**config.mk**
```make
export PLATFORM = sky130hd
export DESIGN_NAME = multi_phase_traffic_controller
export DESIGN_NICKNAME = d
export VERILOG_FILES = /design/src/rtl/multi_phase_traffic_controller.sv
export SDC_FILE = /design/constraint.sdc
export NUM_CORES = 1
export LEC_CHECK = 0
export ABC_AREA = 1
export ABC_CLOCK_PERIOD_IN_PS = 2000
export BUFFER_PORTS_ARGS = -buffer_cell sky130_fd_sc_hd__buf_2
export CAP_MARGIN = 20
export CORE_MARGIN = 2
export CORE_UTILIZATION = 51
export CTS_BUF_LIST = sky130_fd_sc_hd__clkbuf_8
export CTS_CLUSTER_SIZE = 14
export DETAILED_ROUTE_END_ITERATION = 12
export PLACE_DENSITY = 0.77
export SLEW_MARGIN = 20
export SYNTH_ARGS = -nofsm -noshare
export SYNTH_HDL_FRONTEND = slang
export SYNTH_SLANG_ARGS = --single-unit
```
**constraint.sdc**
```tcl
create_clock -name clk -period 2 [get_ports clk]
set_clock_uncertainty 0.2 [all_clocks]
set_input_delay 0.4 -clock clk [delete_from_list [all_inputs] [get_ports clk]]
set_output_delay 0.4 -clock clk [all_outputs]
set_load 0.05 [all_outputs]
```
**src/rtl/multi_phase_traffic_controller.sv**
```systemverilog
// Multi-approach intersection controller.
// Approaches with a car waiting are served round-robin. A lone requester can
// have its green extended a bounded number of times. A latched pedestrian
// request inserts an all-red walk phase. Every output is registered and
// changes on the same clock edge as the state.
module multi_phase_traffic_controller #(
  parameter int NUM_DIR  = 4,
  parameter int TW       = 5,
  parameter int GREEN_T  = 8,
  parameter int EXT_T    = 4,
  parameter int MAX_EXT  = 2,
  parameter int YELLOW_T = 3,
  parameter int ALLRED_T = 2,
  parameter int PED_T    = 12
) (
  input  logic                         clk,
  input  logic                         rst,
  input  logic [NUM_DIR-1:0]           car,
  input  logic                         ped_req,
  output logic [3*NUM_DIR-1:0]         light,
  output logic                         ped_walk,
  output logic [$clog2(NUM_DIR)-1:0]   phase,
  output logic [2:0]                   state,
  output logic [TW-1:0]                timer_out
);

  localparam int PW = $clog2(NUM_DIR);
  localparam int EW = $clog2(MAX_EXT + 2);

  typedef enum logic [2:0] {
    IDLE    = 3'd0,
    GREEN   = 3'd1,
    YELLOW  = 3'd2,
    ALL_RED = 3'd3,
    PED     = 3'd4
  } state_t;

  state_t             st, st_nx;
  logic [PW-1:0]      phase_nx, sel, idx;
  logic [TW-1:0]      timer_nx;
  logic [EW-1:0]      ext_cnt, ext_nx;
  logic               ped_latch, latch_nx, ped_pend;
  logic               found, other_car, dispatch;
  logic [NUM_DIR-1:0] phase_mask;
  logic [3*NUM_DIR-1:0] light_nx;

  assign state    = st;
  assign ped_pend = ped_latch | ped_req;

  // Round-robin pick: scan phase+1 .. phase+NUM_DIR, so the current phase comes last
  always_comb begin
    sel   = phase;
    found = 1'b0;
    idx   = '0;
    for (int unsigned k = 1; k <= NUM_DIR; k++) begin
      idx = PW'((32'(phase) + k) % NUM_DIR);
      if (!found && car[idx]) begin
        sel   = idx;
        found = 1'b1;
      end
    end
  end

  // Detect cars waiting on any approach other than the one currently served
  always_comb begin
    phase_mask = '0;
    for (int unsigned i = 0; i < NUM_DIR; i++) begin
      if (PW'(i) == phase) phase_mask[i] = 1'b1;
    end
    other_car = |(car & ~phase_mask);
  end

  // Next-state, timer and extension logic
  always_comb begin
    st_nx    = st;
    phase_nx = phase;
    timer_nx = timer_out;
    ext_nx   = ext_cnt;
    dispatch = 1'b0;
    case (st)
      IDLE: dispatch = 1'b1;
      GREEN: begin
        if (timer_out == '0) begin
          if (car[phase] && !other_car && !ped_pend && (ext_cnt < EW'(MAX_EXT))) begin
            timer_nx = TW'(EXT_T - 1);
            ext_nx   = ext_cnt + EW'(1);
          end else begin
            st_nx    = YELLOW;
            timer_nx = TW'(YELLOW_T - 1);
          end
        end else begin
          timer_nx = timer_out - TW'(1);
        end
      end
      YELLOW: begin
        if (timer_out == '0) begin
          st_nx    = ALL_RED;
          timer_nx = TW'(ALLRED_T - 1);
        end else begin
          timer_nx = timer_out - TW'(1);
        end
      end
      ALL_RED: begin
        if (timer_out == '0) dispatch = 1'b1;
        else                 timer_nx = timer_out - TW'(1);
      end
      PED: begin
        if (timer_out == '0) begin
          st_nx    = ALL_RED;
          timer_nx = TW'(ALLRED_T - 1);
        end else begin
          timer_nx = timer_out - TW'(1);
        end
      end
      default: begin
        st_nx    = IDLE;
        timer_nx = '0;
      end
    endcase

    // IDLE and the end of ALL_RED share one decision: pedestrian first, then cars
    if (dispatch) begin
      if (ped_pend) begin
        st_nx    = PED;
        timer_nx = TW'(PED_T - 1);
      end else if (|car) begin
        st_nx    = GREEN;
        phase_nx = sel;
        timer_nx = TW'(GREEN_T - 1);
        ext_nx   = '0;
      end else begin
        st_nx    = IDLE;
        timer_nx = '0;
      end
    end
  end

  // Pedestrian latch: cleared on PED entry, set by any request outside PED
  always_comb begin
    latch_nx = ped_latch;
    if (st_nx == PED && st != PED) latch_nx = 1'b0;
    else if (st != PED && ped_req) latch_nx = 1'b1;
  end

  // Lamp pattern for the state being entered
  always_comb begin
    light_nx = {NUM_DIR{3'b001}};
    for (int unsigned i = 0; i < NUM_DIR; i++) begin
      if (PW'(i) == phase_nx) begin
        if (st_nx == GREEN)       light_nx[3*i +: 3] = 3'b100;
        else if (st_nx == YELLOW) light_nx[3*i +: 3] = 3'b010;
      end
    end
  end

  // State and registered outputs
  always_ff @(posedge clk or posedge rst) begin
    if (rst) begin
      st        <= IDLE;
      phase     <= PW'(NUM_DIR - 1);
      timer_out <= '0;
      ext_cnt   <= '0;
      ped_latch <= 1'b0;
      light     <= {NUM_DIR{3'b001}};
      ped_walk  <= 1'b0;
    end else begin
      st        <= st_nx;
      phase     <= phase_nx;
      timer_out <= timer_nx;
      ext_cnt   <= ext_nx;
      ped_latch <= latch_nx;
      light     <= light_nx;
      ped_walk  <= (st_nx == PED);
    end
  end

endmodule
```
==> summary.json, run 1 <==
{
  "number_of_antenna_violations_at_the_first_check_in_global_routing": {"value": 0},
  "grt_start_max_net_pins": {"value": 27},
  "routed_wire_length_per_instance": {"value": 12.2, "unit": "um"},
  "dr.first_iter.drc_count": {"value": 63},
  "io_pins": {"value": 30},
  "die_height": {"value": 59.6, "unit": "um"},
  "place_congestion": {"value": 0.878},
  "area_growth": {"value": 32.9, "unit": "%"},
  "post_route_cells_drive_above_1_share": {"value": 45.9, "unit": "%"},
  "cts_made_buffers": {"value": 3},
  "worst_ep_required_time": {"value": 1.97, "unit": "ns"},
  "ant_nets": {"value": 0},
  "yosysWarningCount": {"value": 0},
  "post-dp-hpwl": {"value": 2570, "unit": "um"},
  "postSynthAreaPerCell": {"value": 7.93, "unit": "um2"},
  "via_count_of_the_first_global_routing_pass": {"value": 1335},
  "timing.slew.headroom": {"value": 77.7, "unit": "%"},
  "finalCritPeriodShare": {"value": 110, "unit": "%"},
  "timing.critical_path.fanout_max": {"value": 5},
  "fillCellCount": {"value": 246},
  "syn-num-nets": {"value": 212},
  "timing.final.crit_period": {"value": 2.21, "unit": "ns"},
  "placedCellCount": {"value": 272},
  "die_w": {"value": 59.6, "unit": "um"},
  "reg2reg_slack": {"value": -0.21, "unit": "ns"},
  "worst-endpoint-arrival": {"value": 2.18, "unit": "ns"},
  "grt_overflow_total": {"value": 0},
  "cts.reportedPaths.clkPinSlew": {"value": 0.08, "unit": "ns"},
  "mappedNetlistArea": {"value": 1580, "unit": "um2"},
  "setup_viol": {"value": 15},
  "fin_ws": {"value": -0.209, "unit": "ns"},
  "detail_route.drc_violations": {"value": 0},
  "core-area": {"value": 3000, "unit": "um2"},
  "min-delay-path-class": {"value": "input pin to flop"},
  "clock.fmax": {"value": 453, "unit": "MHz"},
  "clock-sinks": {"value": 26},
  "rows": {"value": 20},
  "detail_route.wirelength": {"value": 3390, "unit": "um"},
  "clkLatencyLatePin": {"value": 0.27, "unit": "ns"},
  "final.hold.worst_slack": {"value": 0.325, "unit": "ns"},
  "port_buffers": {"value": 29},
  "failed_checks": {"value": "negative setup slack"},
  "worst_pin_slew": {"value": 0.331, "unit": "ns"},
  "synth.ff_latch_count": {"value": 26},
  "final_nets": {"value": 260},
  "setup.worst_path.start_class": {"value": "flop"},
  "die-area": {"value": 3550, "unit": "um2"},
  "max-cap-violations": {"value": 0},
  "run_status": {"value": "finished with violations"},
  "num_antenna_cells": {"value": 0},
  "ratio_of_routed_vias_to_standard_cells": {"value": 5.22},
  "grt_setup_unrepaired": {"value": "yes"},
  "synth.lib_cells_used.distinct": {"value": 25},
  "detailedRoute.firstPassIterationCount": {"value": 4},
  "final-hold-violation-count": {"value": 0},
  "cts_buffer_depth": {"value": 2},
  "timing_max_transition_violations_final": {"value": 0},
  "initial_core_util": {"value": 52.5, "unit": "%"},
  "synthCells": {"value": 199},
  "critPathKind": {"value": "flop to flop"},
  "groute.usage.overall": {"value": 20.8, "unit": "%"},
  "cts_root_buf": {"value": "clkbuf_8"},
  "worstSetupEndpointType": {"value": "flop"},
  "tritoncts": {"value": "done"},
  "cts.htree.levels": {"value": 1},
  "synth.yosys.seq_area_share": {"value": 41.7, "unit": "%"},
  "routed-via-count": {"value": 1456},
  "instances_no_fill": {"value": 279},
  "grt_pass1_wl": {"value": 5510, "unit": "um"}
}
area by class of cell:
class	count	area (um2)	share of cell area, %
inverter	32	135	6.44
clock buffer	3	41.3	1.97
clock inverter	1	30.0	1.43
sequential	26	666	31.7
timing repair buffer	43	256	12.2
multi-input combinational	141	927	44.2
tap	33	41.3	1.97
cell usage after synthesis:
cell type  number  share of area, %
a21oi_1         5               1.6
a31oi_1         1              0.40
and2_4          1              0.56
dfrtp_1        20                32
dfstp_2         6                10
ha_1            6               4.8
inv_1          28               6.7
inv_2           3              0.71
inv_4           1              0.40
nand2_1        40               9.5
nand2_2        19               7.5
nand2_4         4               2.9
nand3_1        13               4.1
nand3_2         4               2.5
nand4_1         4               1.6
nor2_1         21               5.0
nor2_2          3               1.2
nor2_4          2               1.4
nor3_1          1              0.32
o211ai_1        2              0.95
o21ai_0         9               2.9
o21ai_1         2              0.63
o21ai_4         1               1.0
xnor2_1         2               1.1
xor2_1          1              0.56
flip-flops by register name, indices dropped and copies added (netlist names):
name	cells
ext_cnt	2
light	12
state	3
timer_out	5
ped_walk	1
phase	2
ped_latch	1
worst max-delay path, cell delays in order, from the launching register on:
cell     delay (ns)
dfstp_4        0.68
inv_8          0.04
ha_4           0.29
inv_4          0.05
nand3_2        0.05
nand2_2        0.08
and2_4         0.15
nand2_4        0.08
nand4_1        0.15
nand2_4        0.15
inv_4          0.05
nand2_1        0.09
nor2_1         0.06
path summary, 6_finish.rpt:
kind | depth (start not counted) | endpoint | startpoint
min | 5 | ped_latch | ped_req
min in group asynchronous | 4 | timer_out[4] | rst
max reg2reg | 12 | light[4] | phase[0]
max in group asynchronous | 4 | light[3] | rst
min reg2reg | 2 | ped_latch | ped_latch
max | 12 | light[4] | phase[0]
kinds of logic after synthesis:
group,after synthesis,share of synthesized area [%]
buffers and inverters,32,7.77
DFF,26,41.7
adders and majority gates,6,4.76
and+or+nand+nor,112,36.6
AOI/OAI and AO/OA,20,7.45
xor gates and xnor gates,3,1.67
per-layer routing:
layer	vias up	global-route usage, %	wire, um
li1	719	-	-
met1	697	24.7	1410
met2	33	36.9	1820
met3	7	3.28	93
met4	0	8.89	70
met5	-	0	0
cell usage in the layout (no fill, tap or decap), types with 6 or more instances in the layout:
cell type	count
nand2_1	35
nor2_1	18
nor2_4	6
nand2_2	21
inv_1	25
nand2_4	7
nand3_2	8
dfrtp_1	20
o21ai_0	8
nand3_1	8
buf_2	29
buf_4	12
repair_timing:
| action | 4_1_cts | 5_1_grt |
|---|---|---|
| hold buffers | 1 | 0 |
| pin swaps | 15 | 12 |
| endpoints found under the hold margin | 20 | 0 |
| buffers inserted | 0 | 2 |
| gates resized for setup | 7 | 22 |
| endpoints found under the setup margin | 15 | 15 |
metrics by stage:
stage | setup TNS, ns | utilization [%] | cell area, um2 | setup WS (ns)
4_1_cts | -2.01 | 66.4 | 1990 | -0.170
3_5_place_dp | -2.22 | 62.9 | 1890 | -0.207
3_3_place_gp | -1.59 | 62.9 | 1890 | -0.162
2_1_floorplan | -2.02 | - | 1620 | -0.183
6_report | -2.32 | 69.8 | 2100 | -0.209
5_1_grt | -3.85 | 69.8 | 2100 | -0.295
Power of run 1 is not shown: default switching activity piles up to over one toggle a cycle in this logic, so the estimate is an artifact.
==> run 2, diff against run 1 <==
--- a/config.mk
+++ b/config.mk
@@ -15,7 +15,9 @@
 export CTS_CLUSTER_SIZE = 14
 export DETAILED_ROUTE_END_ITERATION = 12
 export PLACE_DENSITY = 0.77
+export SETUP_SLACK_MARGIN = 0.5
 export SLEW_MARGIN = 20
 export SYNTH_ARGS = -nofsm -noshare
 export SYNTH_HDL_FRONTEND = slang
 export SYNTH_SLANG_ARGS = --single-unit
+export TNS_END_PERCENT = 5
==> summary.json, run 2 (synthesis gave the netlist of run 1 again) <==
{
  "io_pins": {"value": 30, "change": "unchanged"},
  "detail_route.wirelength": {"value": 3570, "unit": "um", "change": "+5.2%"},
  "critPathTopFamily": {"value": "flip-flops"},
  "cts.reportedPaths.clkPinSlew": {"value": 0.09, "unit": "ns", "change": "about the same"},
  "multi_input_area": {"value": 880, "unit": "um2", "change": "-5.1%"},
  "worst_pin_slew": {"value": 0.322, "unit": "ns", "change": "-0.00899 ns"},
  "timing.critical_path.fanout_max": {"value": 4, "change": "-1"},
  "cpPeakStageDelay": {"value": 0.68, "unit": "ns", "change": "about the same"},
  "dr.first_iter.drc_count": {"value": 67, "change": "+6.3%"},
  "cp.depth": {"value": 12, "change": "unchanged"},
  "reg2reg_depth": {"value": 12, "change": "unchanged"},
  "timing_max_transition_violations_final": {"value": 0, "change": "unchanged"},
  "min_path_cells": {"value": 2, "change": "-3"},
  "grt_start_max_net_pins": {"value": 27, "change": "unchanged"},
  "timing.slew.headroom": {"value": 78.5, "unit": "%", "change": "+0.83 points"},
  "clkLatencyLatePin": {"value": 0.27, "unit": "ns", "change": "about the same"},
  "post_place_setup_slack": {"value": -0.162, "unit": "ns", "change": "+0.0445 ns"},
  "fin_ws": {"value": -0.206, "unit": "ns", "change": "+0.00358 ns"},
  "failed_checks": {"value": "negative setup slack"},
  "final-hold-violation-count": {"value": 0, "change": "unchanged"},
  "critPathKind": {"value": "flop to flop"},
  "via_count_of_the_first_global_routing_pass": {"value": 1284, "change": "-3.8%"},
  "cts_made_buffers": {"value": 3, "change": "unchanged"},
  "die-area": {"value": 3550, "unit": "um2", "change": "unchanged"},
  "num_antenna_cells": {"value": 0, "change": "unchanged"},
  "max-cap-violations": {"value": 0, "change": "unchanged"},
  "groute.usage.overall": {"value": 21.9, "unit": "%", "change": "+1.1 points"},
  "run_status": {"value": "finished with violations"},
  "final_nets": {"value": 260, "change": "unchanged"},
  "ant_nets": {"value": 0, "change": "unchanged"},
  "port_buffers": {"value": 29, "change": "unchanged"},
  "finalCritPeriodShare": {"value": 110, "unit": "%", "change": "-0.18 points"},
  "rows": {"value": 20, "change": "unchanged"},
  "register_area": {"value": 667, "unit": "um2", "change": "+0.19%"},
  "setup-tns-final": {"value": -2.48, "unit": "ns", "change": "-0.164 ns"},
  "grt_overflow_total": {"value": 0, "change": "unchanged"},
  "setup_viol": {"value": 15, "change": "unchanged"},
  "critical_path_cell_by_cell": {"value": "inv_8 -> ha_4 -> inv_4 -> nand2_4 -> nand2_4 -> nor2_4 -> nand2_2 -> nand2_2 -> nor2_2 -> o21ai_4 -> nand2_2 -> nor2_1"},
  "die_height": {"value": 59.6, "unit": "um", "change": "unchanged"},
  "fillCellCount": {"value": 222, "change": "-9.8%"},
  "worst_ep_required_time": {"value": 2.00, "unit": "ns", "change": "+0.03 ns"},
  "cp.buffers_inverters": {"value": 2, "change": "-1"},
  "ratio_of_routed_vias_to_standard_cells": {"value": 5.10, "change": "-2.2%"},
  "cts_root_buf": {"value": "clkbuf_8"},
  "place_congestion": {"value": 0.894, "change": "+1.8%"},
  "clock-sinks": {"value": 26, "change": "unchanged"},
  "clock.fmax": {"value": 453, "unit": "MHz", "change": "+0.16%"},
  "cp_slowest_cell": {"value": "dfstp_4"},
  "mostFrequentLayoutCell": {"value": "nand2_1"},
  "regMostFlops": {"value": "light"},
  "min-delay-path-class": {"value": "flop to flop"},
  "setup.worst_path.start_class": {"value": "flop"},
  "tritoncts": {"value": "done"},
  "number_of_antenna_violations_at_the_first_check_in_global_routing": {"value": 0, "change": "unchanged"},
  "grt_setup_unrepaired": {"value": "yes"},
  "flip_flop_count_of_the_largest_register_all_copies_and_words_added": {"value": 12, "change": "unchanged"},
  "grt_pass1_wl": {"value": 5730, "unit": "um", "change": "+4.0%"},
  "worstSetupEndpointType": {"value": "flop"},
  "leading_cell_types_in_the_layout_fill_and_taps_excluded": {"value": "nand2_1, inv_1, nand2_2"},
  "post_route_cells_drive_above_1_share": {"value": 45.5, "unit": "%", "change": "-0.41 points"},
  "core-area": {"value": 3000, "unit": "um2", "change": "unchanged"},
  "cts_buffer_depth": {"value": 2, "change": "unchanged"},
  "worst-endpoint-arrival": {"value": 2.21, "unit": "ns", "change": "+0.03 ns"},
  "detail_route.drc_violations": {"value": 0, "change": "unchanged"},
  "detailedRoute.firstPassIterationCount": {"value": 5, "change": "+1"},
  "post-dp-hpwl": {"value": 2570, "unit": "um", "change": "-0.14%"},
  "cpMostUsedCell": {"value": "nand2_2"},
  "area_growth": {"value": 37.4, "unit": "%"},
  "routed_wire_length_per_instance": {"value": 12.8, "unit": "um", "change": "+5.2%"},
  "timing.final.crit_period": {"value": 2.21, "unit": "ns", "change": "-0.00358 ns"},
  "initial_core_util": {"value": 52.5, "unit": "%", "change": "unchanged"},
  "die_w": {"value": 59.6, "unit": "um", "change": "unchanged"},
  "cts.htree.levels": {"value": 1, "change": "unchanged"},
  "routed-via-count": {"value": 1424, "change": "-2.2%"}
}
[run 2: changes by cell type in the layout (fill, tap and decap cells not counted), sizes merged]
cell | previous run | this run
clkbuf | 3 | 7
buf | 42 | 38
[run 2: worst paths after layout]
kind | slack, ns | endpoint | startpoint
max in group asynchronous | 0.78 | light[3] | rst
min in group asynchronous | 0.53 | timer_out[4] | rst
worst min register to register | 0.34 | ped_latch | ped_latch
worst max-delay path | -0.21 | light[7] | phase[0]
worst min-delay path | 0.34 | ped_latch | ped_latch
worst max register to register | -0.21 | light[7] | phase[0]
[run 2: final cells by class]
class | instances | area share (%)
clock inverter | 1 | 1.38
inverter | 32 | 6.23
clock buffer | 3 | 1.90
sequential | 26 | 30.8
timing repair buffer | 43 | 17.3
multi-input combinational | 141 | 40.6
tap | 33 | 1.90
[run 2: what timing repair did]
| action | CTS | global route |
|---|---|---|
| cloned | 0 | 0 |
| resized for setup | 32 | 30 |
| pin swaps | 9 | 15 |
| buffers inserted | 1 | 0 |
| endpoints found under the setup margin | 39 | 43 |
| endpoints found under the hold margin | 20 | 0 |
| hold buffers | 1 | 0 |
[run 2: metrics by stage]
step	area (um2)	instances	utilization (%)	hold WS [ns]
after floorplan	1620	199	-	0.236
after global placement	1900	273	63.2	0.264
after detailed placement	1900	273	63.2	0.265
after CTS	2090	279	69.5	0.322
after global routing	2170	279	72.2	0.383
final	2170	279	72.2	0.342
[run 2: metal layers]
metal  global-route usage, %  routed length [um]  vias up
met5                       0                   0        -
met4                    7.62                  61        0
met3                    2.62                 104        6
met2                    40.3                1950       35
met1                    25.9                1450      662
li1                        -                   -      721
[run 2: worst min-delay path, stage by stage (launching register included)]
cell and delay (ns):
dfrtp_1 0.37, o211ai_1 0.10, inv_1 0.05
Power of run 2 is left out for the same reason.
==> run 3, diff against run 2 <==
--- a/config.mk
+++ b/config.mk
@@ -7,14 +7,14 @@
 export LEC_CHECK = 0
 export ABC_AREA = 1
 export ABC_CLOCK_PERIOD_IN_PS = 2000
-export BUFFER_PORTS_ARGS = -buffer_cell sky130_fd_sc_hd__buf_2
 export CAP_MARGIN = 20
 export CORE_MARGIN = 2
-export CORE_UTILIZATION = 51
+export CORE_UTILIZATION = 59
 export CTS_BUF_LIST = sky130_fd_sc_hd__clkbuf_8
 export CTS_CLUSTER_SIZE = 14
 export DETAILED_ROUTE_END_ITERATION = 12
-export PLACE_DENSITY = 0.77
+export DONT_BUFFER_PORTS = 1
+export PLACE_DENSITY = 0.78
 export SETUP_SLACK_MARGIN = 0.5
 export SLEW_MARGIN = 20
 export SYNTH_ARGS = -nofsm -noshare
==> summary.json, run 3 (synthesis gave the netlist of run 1 again) <==
{
  "num_antenna_cells": {"value": 0, "change": "unchanged"},
  "tritoncts": {"value": "done"},
  "final_nets": {"value": 239, "change": "-8.1%"},
  "fin_ws": {"value": -0.202, "unit": "ns", "change": "+0.00418 ns"},
  "post_place_setup_slack": {"value": -0.224, "unit": "ns", "change": "-0.0614 ns"},
  "critPathKind": {"value": "flop to flop"},
  "cts.htree.levels": {"value": 1, "change": "unchanged"},
  "routed_wire_length_per_instance": {"value": 14.3, "unit": "um", "change": "+12%"},
  "failed_checks": {"value": "negative setup slack"},
  "worstSetupEndpointType": {"value": "flop"},
  "run_status": {"value": "finished with violations"},
  "final-hold-violation-count": {"value": 0, "change": "unchanged"},
  "detail_route.wirelength": {"value": 3660, "unit": "um", "change": "+2.6%"},
  "routed-via-count": {"value": 1429, "change": "+0.35%"},
  "place_congestion": {"value": 0.840, "change": "-6.0%"},
  "cts_root_buf": {"value": "clkbuf_8"},
  "initial_core_util": {"value": 63.1, "unit": "%", "change": "+11 points"},
  "detail_route.drc_violations": {"value": 0, "change": "unchanged"},
  "io_pins": {"value": 30, "change": "unchanged"},
  "worst-endpoint-arrival": {"value": 2.21, "unit": "ns", "change": "about the same"},
  "groute.usage.overall": {"value": 25.6, "unit": "%", "change": "+3.7 points"},
  "clkLatencyLatePin": {"value": 0.27, "unit": "ns", "change": "about the same"},
  "cpPeakStageDelay": {"value": 0.67, "unit": "ns", "change": "about the same"},
  "grt_overflow_total": {"value": 0, "change": "unchanged"},
  "post-dp-hpwl": {"value": 2670, "unit": "um", "change": "+3.9%"},
  "leading_cell_types_in_the_layout_fill_and_taps_excluded": {"value": "nand2_1, nand2_2, inv_1"},
  "min_path_cells": {"value": 4, "change": "+2"},
  "cp_slowest_cell": {"value": "dfstp_4"},
  "min-delay-path-class": {"value": "input pin to flop"},
  "flip_flop_count_of_the_largest_register_all_copies_and_words_added": {"value": 12, "change": "unchanged"},
  "regMostFlops": {"value": "light"},
  "mostFrequentLayoutCell": {"value": "nand2_1"},
  "setup_viol": {"value": 15, "change": "unchanged"},
  "worst_pin_slew": {"value": 0.460, "unit": "ns", "change": "+0.138 ns"},
  "timing_max_transition_violations_final": {"value": 0, "change": "unchanged"},
  "clock-sinks": {"value": 26, "change": "unchanged"},
  "timing.final.crit_period": {"value": 2.20, "unit": "ns", "change": "-0.00419 ns"},
  "finalCritPeriodShare": {"value": 110, "unit": "%", "change": "-0.21 points"},
  "fillCellCount": {"value": 152, "change": "-32%"},
  "timing.slew.headroom": {"value": 69.3, "unit": "%", "change": "-9.2 points"},
  "die_w": {"value": 55.7, "unit": "um", "change": "-6.6%"},
  "critical_path_cell_by_cell": {"value": "inv_8 -> ha_4 -> inv_4 -> nand3_2 -> nand2_2 -> and2_4 -> nand2_4 -> nand2_4 -> nand2_4 -> inv_2 -> nor2_4 -> nand2_2 -> nor2_2"},
  "ratio_of_routed_vias_to_standard_cells": {"value": 5.60, "change": "+9.8%"},
  "final.hold.worst_slack": {"value": 0.227, "unit": "ns", "change": "-0.115 ns"},
  "worst_ep_required_time": {"value": 2.01, "unit": "ns", "change": "about the same"},
  "cpMostUsedCell": {"value": "nand2_4"},
  "core-area": {"value": 2500, "unit": "um2", "change": "-17%"},
  "via_count_of_the_first_global_routing_pass": {"value": 1415, "change": "+10%"},
  "min-delay-start": {"value": "car[0]"},
  "cts_made_buffers": {"value": 3, "change": "unchanged"},
  "port_buffers": {"value": 0, "change": "-100%"},
  "startpoint_of_the_most_critical_register_to_register_path": {"value": "phase[0]"},
  "die_height": {"value": 55.7, "unit": "um", "change": "-6.6%"},
  "reg2reg_depth": {"value": 13, "change": "+1"},
  "grt_pass1_wl": {"value": 6350, "unit": "um", "change": "+11%"},
  "grt_start_max_net_pins": {"value": 27, "change": "unchanged"},
  "die-area": {"value": 3100, "unit": "um2", "change": "-13%"},
  "area_growth": {"value": 29.4, "unit": "%"},
  "post_route_cells_drive_above_1_share": {"value": 44.9, "unit": "%", "change": "-0.64 points"},
  "number_of_antenna_violations_at_the_first_check_in_global_routing": {"value": 0, "change": "unchanged"},
  "rows": {"value": 18, "change": "-10%"},
  "dr.first_iter.drc_count": {"value": 32, "change": "-52%"},
  "fin_util": {"value": 81.7, "unit": "%", "change": "+9.5 points"},
  "clock.fmax": {"value": 454, "unit": "MHz", "change": "+0.19%"},
  "grt_setup_unrepaired": {"value": "yes"},
  "reg2reg_slack": {"value": -0.20, "unit": "ns", "change": "about the same"},
  "ant_nets": {"value": 0, "change": "unchanged"},
  "cts.reportedPaths.clkPinSlew": {"value": 0.09, "unit": "ns", "change": "about the same"},
  "detailedRoute.firstPassIterationCount": {"value": 4, "change": "-1"},
  "timing.critical_path.fanout_max": {"value": 4, "change": "unchanged"},
  "worstHoldEndpoint": {"value": "timer_out[0]"},
  "crit-reg2reg-capture": {"value": "light[4]"},
  "setup.worst_path.start_class": {"value": "flop"},
  "max-cap-violations": {"value": 0, "change": "unchanged"},
  "cts_buffer_depth": {"value": 2, "change": "unchanged"}
}
[run 3: cell types whose count changed in the layout (fill, tap and decap cells not counted), moves of 2 or more]
cell | before | now
nor2_1 | 17 | 14
inv_1 | 24 | 22
dfrtp_1 | 19 | 17
buf_4 | 11 | 15
buf_8 | 6 | 3
buf_6 | 9 | 3
dfrtp_2 | 1 | 3
nand2_4 | 5 | 8
clkbuf_4 | 4 | 0
nor2_2 | 6 | 9
nand2_1 | 35 | 31
nand3_2 | 7 | 5
buf_2 | 12 | 0
[run 3: per-layer routing]
| layer | wire (um) | global-route usage, % | share of wire [%] |
|---|---|---|---|
| met5 | 0 | 0 | 0 |
| met4 | 109 | 10.1 | 3.0 |
| met3 | 171 | 5.12 | 4.7 |
| met2 | 1980 | 45.1 | 54 |
| met1 | 1400 | 30.5 | 38 |
[run 3: worst max path at each step]
stage	start	to	slack, ns	cells after the start
detailed placement	phase[0]	light[7]	-0.22	11
CTS	phase[0]	light[6]	-0.17	12
finish	phase[0]	light[4]	-0.20	13
floorplan	phase[0]	light[4]	-0.18	12
global route	phase[0]	light[4]	-0.32	13
global placement	phase[0]	light[4]	-0.16	12
[run 3: stage by stage]
stage / setup TNS [ns] / instances / cell area (um2)
floorplan: -2.04 / 199 / 1620
global placement: -1.59 / 247 / 1790
detailed placement: -2.37 / 247 / 1790
CTS: -2.04 / 255 / 1940
global route: -4.29 / 255 / 2040
finish: -2.43 / 255 / 2040
[run 3: critical path: cells and delay by family, from the launching register on]
kind / cells / cell delay, ns
AND/OR/NAND/NOR: 9 / 0.83
flip-flops: 1 / 0.67
adder cells (fa/ha/maj): 1 / 0.29
buffers and inverters: 3 / 0.14
[run 3: layout make-up]
class	instances	area, um2	share of cell area, %
multi-input combinational	141	925	45.3
sequential	26	669	32.8
timing repair buffer	22	201	9.87
inverter	32	138	6.74
clock buffer	3	41.3	2.02
tap	30	37.5	1.84
clock inverter	1	30.0	1.47
[run 3: repair_timing]
| item | in CTS | in global routing |
|---|---|---|
| buffers inserted | 3 | 0 |
| resized for setup | 15 | 33 |
| pin swaps | 9 | 9 |
| endpoints found under the hold margin | 20 | 0 |
| endpoints found under the setup margin | 35 | 44 |
| hold buffers | 1 | 0 |
Power of run 3 is left out for the same reason.
